--- src/rtl/mul_seq_ctrl_pkg.sv ---
// Shared constants, state encoding and operand gating helper for the
// sequential shift-add multiplier controller.
package mul_seq_ctrl_pkg;

    localparam int WIDTH = 16;
    localparam int CNT_W = 5;

    typedef enum logic [1:0] {
        ST_IDLE = 2'd0,
        ST_RUN  = 2'd1,
        ST_DONE = 2'd2
    } state_t;

    // Partial product for one iteration: the multiplicand or nothing.
    function automatic logic [WIDTH-1:0] gate_operand(input logic sel,
                                                      input logic [WIDTH-1:0] op);
        return sel ? op : {WIDTH{1'b0}};
    endfunction

endpackage

--- src/rtl/mul_seq_ctrl_add.sv ---
// 16-bit adder shared with the datapath; purely combinational, carry-out
// is the 17th bit of the sum.
module mul_seq_ctrl_add
    import mul_seq_ctrl_pkg::*;
(
    input  logic [WIDTH-1:0] a,
    input  logic [WIDTH-1:0] b,
    input  logic             cin,
    output logic [WIDTH-1:0] s,
    output logic             cout
);

    assign {cout, s} = {1'b0, a} + {1'b0, b} + {{WIDTH{1'b0}}, cin};

endmodule

--- src/rtl/mul_seq_ctrl.sv ---
// Sequential shift-add multiplier controller: 16 iterations over one shared
// 16-bit adder produce an exact 32-bit unsigned product.
module mul_seq_ctrl
    import mul_seq_ctrl_pkg::*;
(
    input  logic                 Clk,
    input  logic                 Rst_n,
    input  logic                 Start,
    input  logic                 Flush,
    input  logic [WIDTH-1:0]     Multiplicand,
    input  logic [WIDTH-1:0]     Multiplier,
    output logic                 Busy,
    output logic                 Done,
    output logic [2*WIDTH-1:0]   Product
);

    state_t               state_r, state_nxt_s;
    logic [WIDTH-1:0]     mcand_r, mcand_nxt_s;
    logic [WIDTH-1:0]     hi_r, hi_nxt_s;
    logic [WIDTH-1:0]     lo_r, lo_nxt_s;
    logic [CNT_W-1:0]     count_r, count_nxt_s;
    logic [2*WIDTH-1:0]   product_r, product_nxt_s;
    logic                 busy_r, busy_nxt_s;
    logic                 done_r, done_nxt_s;

    logic [WIDTH-1:0]     add_b_s;
    logic [WIDTH-1:0]     sum_s;
    logic                 cout_s;

    assign add_b_s = gate_operand(lo_r[0], mcand_r);

    mul_seq_ctrl_add u_add (
        .a    (hi_r),
        .b    (add_b_s),
        .cin  (1'b0),
        .s    (sum_s),
        .cout (cout_s)
    );

    // Next-state, operand capture and shift/accumulate decode.
    always_comb begin
        state_nxt_s   = state_r;
        mcand_nxt_s   = mcand_r;
        hi_nxt_s      = hi_r;
        lo_nxt_s      = lo_r;
        count_nxt_s   = count_r;
        product_nxt_s = product_r;
        case (state_r)
            ST_IDLE, ST_DONE: begin
                if (Start && !Flush) begin
                    mcand_nxt_s = Multiplicand;
                    hi_nxt_s    = {WIDTH{1'b0}};
                    lo_nxt_s    = Multiplier;
                    count_nxt_s = {CNT_W{1'b0}};
                    state_nxt_s = ST_RUN;
                end else begin
                    state_nxt_s = ST_IDLE;
                end
            end
            ST_RUN: begin
                if (Flush) begin
                    count_nxt_s = {CNT_W{1'b0}};
                    state_nxt_s = ST_IDLE;
                end else begin
                    // 33-bit right shift of {Cout, S, Lo} drops the consumed multiplier bit.
                    hi_nxt_s    = {cout_s, sum_s[WIDTH-1:1]};
                    lo_nxt_s    = {sum_s[0], lo_r[WIDTH-1:1]};
                    count_nxt_s = count_r + {{(CNT_W-1){1'b0}}, 1'b1};
                    if (count_r == CNT_W'(WIDTH-1)) begin
                        product_nxt_s = {cout_s, sum_s, lo_r[WIDTH-1:1]};
                        state_nxt_s   = ST_DONE;
                    end else begin
                        state_nxt_s   = ST_RUN;
                    end
                end
            end
            default: begin
                count_nxt_s = {CNT_W{1'b0}};
                state_nxt_s = ST_IDLE;
            end
        endcase
        busy_nxt_s = (state_nxt_s == ST_RUN);
        done_nxt_s = (state_nxt_s == ST_DONE);
    end

    // State, datapath and output flops.
    always_ff @(posedge Clk or negedge Rst_n) begin
        if (!Rst_n) begin
            state_r   <= ST_IDLE;
            mcand_r   <= {WIDTH{1'b0}};
            hi_r      <= {WIDTH{1'b0}};
            lo_r      <= {WIDTH{1'b0}};
            count_r   <= {CNT_W{1'b0}};
            product_r <= {(2*WIDTH){1'b0}};
            busy_r    <= 1'b0;
            done_r    <= 1'b0;
        end else begin
            state_r   <= state_nxt_s;
            mcand_r   <= mcand_nxt_s;
            hi_r      <= hi_nxt_s;
            lo_r      <= lo_nxt_s;
            count_r   <= count_nxt_s;
            product_r <= product_nxt_s;
            busy_r    <= busy_nxt_s;
            done_r    <= done_nxt_s;
        end
    end

    assign Busy    = busy_r;
    assign Done    = done_r;
    assign Product = product_r;

endmodule
--- config.mk ---
export PLATFORM = sky130hd
export DESIGN_NAME = mul_seq_ctrl
export DESIGN_NICKNAME = d
export VERILOG_FILES = /design/src/rtl/mul_seq_ctrl_pkg.sv /design/src/rtl/mul_seq_ctrl_add.sv /design/src/rtl/mul_seq_ctrl.sv
export SDC_FILE = /design/constraint.sdc
export NUM_CORES = 1
export LEC_CHECK = 0
export ABC_CLOCK_PERIOD_IN_PS = 6900
export CAP_MARGIN = 20
export CORE_AREA = 2 2 136 138
export CTS_BUF_LIST = sky130_fd_sc_hd__clkbuf_16
export DETAILED_ROUTE_END_ITERATION = 10
export DIE_AREA = 0 0 138 140
export PLACE_DENSITY = 0.46
export SLEW_MARGIN = 20
export SYNTH_ARGS = -nofsm -noshare
export SYNTH_HDL_FRONTEND = slang
export SYNTH_SLANG_ARGS = --single-unit
--- constraint.sdc ---
create_clock -name Clk -period 6.9 [get_ports Clk]
set_input_delay 1.035 -clock Clk [delete_from_list [all_inputs] [get_ports Clk]]
set_output_delay 1.035 -clock Clk [all_outputs]
set_load 0.03 [all_outputs]
Yosys cells after proc, flatten, opt, wreduce, memory -nomap -nowiden --
Cells that the tools add are included.
Operators by class: add/sub/neg operators 2, equal/unequal tests 7, multiplexer cells 14, bitwise gates (word level) 1, reduce and logical (&&, ||, !) cells 8
Operators by type and width (number):
- two-way mux 16 bit | 5
- case mux 16 bit (2 select lines) | 2
- adder 16 x 16 -> 17 bit | 1
- two-way mux 5 bit | 2
- case mux 5 bit (2 select lines) | 1
- AND reduction 3 bit | 2
- adder 5 x 1 -> 5 bit, second input constant | 1
- equality test 5 x 4 -> 1 bit, second input constant | 1
- equality test 2 x 1 -> 1 bit, second input constant | 2
- equality test 2 bit, second input constant | 2
- two-way mux 2 bit | 2
- != test 2 bit, second input constant | 2
- case mux 2 bit (2 select lines) | 1
- zero test 2 bit | 1
- AND reduction 2 bit | 1
- nonzero test 2 bit | 1
- OR reduction 2 bit | 1
- logical AND 1 bit | 1
- zero test 1 bit | 1
- two-way mux 1 bit | 1
- NOT 1 bit | 1
Storage, ports and cells: flip-flop bits (word level) 89, input port bits 36, word-level logic and storage cells 40

Longest topological paths before layout --
depth in word-level cells 5, depth in mapped cells 10, gate-level depth less buffers 9

Modules after synthesis --
A second synthesis with hierarchy kept.
Second synthesis, totals: cells, all modules 348, area total of the unflattened synthesis 4530.6 um^2
Modules (own cells, without submodules):
- mul_seq_ctrl | instances 1, cells each 259, area each 3797.4 um^2, sequential area each 2227.1 um^2
- mul_seq_ctrl_add | instances 1, cells each 89, area each 733.2 um^2, sequential area each 0.0 um^2

Worst setup path before layout --
Ideal clock, no wire load.
kind reg2reg, start register lo_r[0], end register hi_r[15], data arrival time 2.475 ns, path slack 4.292 ns, stages on the path, launching flop included 11, buffers on the path 1, cell sequence dfrtp_1 clkbuf_1 and2_1 ha_1 fa_1 a211oi_1 o21bai_1 a21oi_1 o32ai_2 a221oi_1 o21ai_0
On the way: cells in the longest elaborated chain, start to end 4
RTL lines:
- start: declaration | RTL line mul_seq_ctrl.sv:20 | logic [WIDTH-1:0] lo_r, lo_nxt_s;
- start signal: assignment | RTL line mul_seq_ctrl.sv:92 | lo_r <= {WIDTH{1'b0}};
- start signal: assignment | RTL line mul_seq_ctrl.sv:101 | lo_r <= lo_nxt_s;
- two-way mux 16 bit | RTL line mul_seq_ctrl_pkg.sv:17 | return sel ? op : {WIDTH{1'b0}};
- adder 16 x 16 -> 17 bit | RTL line mul_seq_ctrl_add.sv:13 | assign {cout, s} = {1'b0, a} + {1'b0, b} + {{WIDTH{1'b0}}, cin};
- two-way mux 16 bit | RTL line mul_seq_ctrl.sv:61 | if (Flush) begin
- case mux 16 bit (2 select lines) | RTL line mul_seq_ctrl.sv:48 | case (state_r)
- end signal: assignment | RTL line mul_seq_ctrl.sv:91 | hi_r <= {WIDTH{1'b0}};
- end signal: assignment | RTL line mul_seq_ctrl.sv:100 | hi_r <= hi_nxt_s;
- end: declaration | RTL line mul_seq_ctrl.sv:19 | logic [WIDTH-1:0] hi_r, hi_nxt_s;
Every way passes these cells. The select of a mux whose other input is x is not followed. A chain may end at the register's enable or synchronous reset.

Worst setup path after layout --
start input Flush, end register lo_r[0]
On the way: cells in the longest elaborated chain, start to end 4, elaborated cells between the ends (all ways) 5, classes of those cells 2 x eq/ne; 3 x reduce/logical
RTL lines:
- start: declaration | RTL line mul_seq_ctrl.sv:9 | input logic Flush,
- zero test 1 bit | RTL line mul_seq_ctrl.sv:50 | if (Start && !Flush) begin
- logical AND 1 bit | RTL line mul_seq_ctrl.sv:50
- != test 2 bit (no source line)
- AND reduction 3 bit (no source line) (*)
Mark *: on every way between the ends. The rest lies on a longest branch, timed or not.

==> flow_summary.ini <==
[outcome]
outcome = finished, final reports clean

[setup_path]
start_kind = input pin
critPathKind = input pin to register
cp_max_fo = 32
end_kind = register
crit_path_cell_trace = clkdlybuf4s50_1, inv_1, nand2_1, nand2_1, nor2_1, a31oi_1
crit_path_max_incr_delay_ns = 0.77
critPathMostFrequentCell = nand2_1
critical_path_buf_inv_count = 2
critPathSlowestCell = nand2_1
worstPathRequired_ns = 7.07
cp_data_arrival_time_ns = 3.57
cp_top_family = simple AND/OR/NAND/NOR gates

[sta]
finalClockSkew_ns = 0.008732
relSlewSlack = 0.3886
tightest_slew_ns = 0.9149
hold_ws_ns = 0.4687
rsz0062_at_grt = false
period_needed_ns = 3.395
finalSetupViolations = 0
setup_ws_ns = 3.505
post-route-period-util = 0.4920
clock.fmax_ghz = 0.2946
final_max_slew_viol_count = 0
hold_viol = 0
setup_tns_ns = 0

[clock_tree]
clk_latency_ns = 0.35
root_buffer = clkbuf_16
cts_resized = 0
cts_sinks = 89
clock_path_buffers = 2
cts_tree = done
path_clk_slew_ns = 0.07
cts_made_buffers = 9
cts_hold_buf = 0
htreeDepth = 3
postCtsSetupRepairBufs = 0

[power_and_ir_drop]
powerDensity_nw_per_um2 = 286.1
ir_drop_mv = 0.1356
swShare = 0.3483
p_clk_frac = 0.294
leakage_nw = 2.592
p_sw_mw = 0.5528
p_total_mw = 1.587
seq_power_share = 0.422
intPower_mw = 1.034
pwr-share-comb = 0.284

[placement]
io_buffer_count = 69
dp.cells = 767
dp_hpwl_um = 7739
dpl_cell_area_um2 = 5266
place.gp.congestion = 0.8033
pre_cts_slack_ns = 3.108

[routing]
drc = 0
wl_per_cell_um = 14.20
m1WireLength_um = 5071
top_layer = met4
firstDrtPassIters = 5
dr_wl_met2_um = 5318
drt-total-wl_um = 11120
wl_met3_um = 508
drt_iter0_drc = 244
via_per_inst = 4.504
drtAntennaViolNets = 0
num_vias = 3527

[synthesis]
synthCells = 489
syn_nets = 544
synth.distinct_cells = 48
synth_seq_cells = 89
synth-edff-count = 0
yosysWarningCount = 0
postSynth.asyncResetShare = 1.000
synth-main-ff-cell = dfrtp_1
synth.cell_area_um2 = 4370
yosysSeqAreaShare = 0.5096
synth.avg_cell_area_um2 = 8.938

[hold_path]
hold_class = register to register

[floorplanning]
die_w_um = 138
io_pins = 70
core_area_um2 = 17780
fp.dieH_um = 140
die_area_um2 = 19320
initial_core_util = 0.2458
rows = 49

[final_layout]
diodes = 0
layout-drive-gt1-share = 0.05776
area.growth.synth_to_final_pct = 26.91
layout.nets = 604
multiInputGateArea_um2 = 2012
regArea_um2 = 2227
fillers = 1855
stdcell_count = 783
final_util = 0.3120
fin_area_um2 = 5547

[global_route]
grt_pass1_wl_um = 18240
grt_use_total = 0.1187
antenna_found_initial = 0
grt_max_degree = 70
first_global_vias = 3533
grt-ovfl-total = 0

[flow_run]
cap_violations = 0
## layout make-up
class / instances / share of cell area
well taps: 229 / 0.05166
clock inverters: 7 / 0.009926
repair buffers: 73 / 0.1295
clock buffers: 9 / 0.04060
multi-input cells: 370 / 0.3627
inverters: 6 / 0.004060
flip-flops and latches: 89 / 0.4015
## metal layers
| metal | GRT usage | up-vias |
|---|---|---|
| met5 | 0 | - |
| met2 | 0.1949 | 76 |
| li1 | - | 1767 |
| met4 | 0.04995 | 0 |
| met3 | 0.02667 | 16 |
| met1 | 0.1513 | 1668 |
## synth_stat cells, types with 2 or more instances
| master | n | area share |
|---|---|---|
| nand3_1 | 8 | 0.0092 |
| inv_1 | 6 | 0.0052 |
| xnor2_1 | 5 | 0.010 |
| nor2_1 | 24 | 0.021 |
| a31oi_1 | 18 | 0.026 |
| ha_1 | 18 | 0.052 |
| and3_1 | 4 | 0.0057 |
| a21o_1 | 3 | 0.0052 |
| and2_1 | 16 | 0.023 |
| a211o_1 | 3 | 0.0060 |
| clkbuf_1 | 13 | 0.011 |
| a211oi_2 | 2 | 0.0057 |
| a211oi_1 | 2 | 0.0034 |
| or4_1 | 2 | 0.0034 |
| a21oi_1 | 12 | 0.014 |
| dfrtp_1 | 89 | 0.51 |
| o211ai_1 | 2 | 0.0034 |
| nor3_1 | 3 | 0.0034 |
| o21ai_1 | 2 | 0.0023 |
| xor2_1 | 7 | 0.014 |
| nor2b_1 | 3 | 0.0043 |
| o21bai_1 | 4 | 0.0069 |
| buf_2 | 8 | 0.0092 |
| o21ai_0 | 34 | 0.039 |
| nand4_1 | 5 | 0.0072 |
| nand2_1 | 174 | 0.15 |
## final timing paths
check / start / endpoint / slack [ns] / depth (start not counted)
max: Flush / lo_r[0]$_DFFE_PN0P_ / 3.51 / 6
max in group asynchronous: Rst_n / Product[2]$_DFFE_PN0P_ / 5.16 / 2
min in group asynchronous: Rst_n / Product[20]$_DFFE_PN0P_ / 0.57 / 1
max reg2reg: lo_r[0]$_DFFE_PN0P_ / hi_r[15]$_DFFE_PN0P_ / 3.71 / 9
min reg2reg: mcand_r[12]$_DFFE_PN0P_ / mcand_r[12]$_DFFE_PN0P_ / 0.47 / 2
min: mcand_r[12]$_DFFE_PN0P_ / mcand_r[12]$_DFFE_PN0P_ / 0.47 / 2
## logic make-up after synthesis
logic type                 after synthesis  synth area share
AOI/OAI and AO/OA                       93            0.1366
xor gates and xnor gates                12           0.02405
adders and majority gates               19           0.05611
buffers and inverters                   30           0.03063
DFF                                     89            0.5096
and+or+nand+nor                        246            0.2431
## worst reg2reg max path, delay by kind of cell (launching register included)
kind	cells	cell delay, ns
AOI/OAI and AO/OA	6	1.56
and+or+nand+nor	1	0.25
adders and majority gates	2	0.64
DFF	1	0.57
## layout by cell type, fill, tap and decap left out, types with 2 or more instances in the layout
| master | n |
|---|---|
| clkbuf_16 | 9 |
| inv_1 | 6 |
| nand2_1 | 174 |
| buf_4 | 5 |
| a21o_1 | 3 |
| o21ai_1 | 2 |
| nand3_1 | 8 |
| or4_1 | 2 |
| nor2_1 | 23 |
| clkdlybuf4s50_1 | 68 |
| a211oi_2 | 2 |
| and3_1 | 4 |
| nor2b_1 | 3 |
| o21bai_1 | 4 |
| xor2_1 | 7 |
| clkinv_4 | 3 |
| o21ai_0 | 34 |
| o211ai_1 | 2 |
| and2_1 | 16 |
| dfrtp_1 | 89 |
| a31oi_1 | 18 |
| nor3_1 | 3 |
| ha_1 | 18 |
| xnor2_1 | 5 |
| nand4_1 | 5 |
| clkinvlp_4 | 2 |
| a211oi_1 | 2 |
| a211o_1 | 3 |
| a21oi_1 | 12 |
## sequential cells by signal, indices dropped and copies added (netlist names)
signal,cells
Busy,1
count_r,5
mcand_r,16
lo_r,16
hi_r,16
state_r,2
Product,32
Done,1
## power groups by stage
stage / combinational, mW / clock, mW / sequential (mW)
2_1_floorplan: 0.339 / 0 / 0.657
3_3_place_gp: 0.447 / 0 / 0.676
3_5_place_dp: 0.454 / 0 / 0.680
4_1_cts: 0.457 / 0.483 / 0.670
5_1_grt: 0.508 / 0.506 / 0.681
6_report: 0.451 / 0.467 / 0.669
Note: power is estimated with default switching activity, not from simulation.
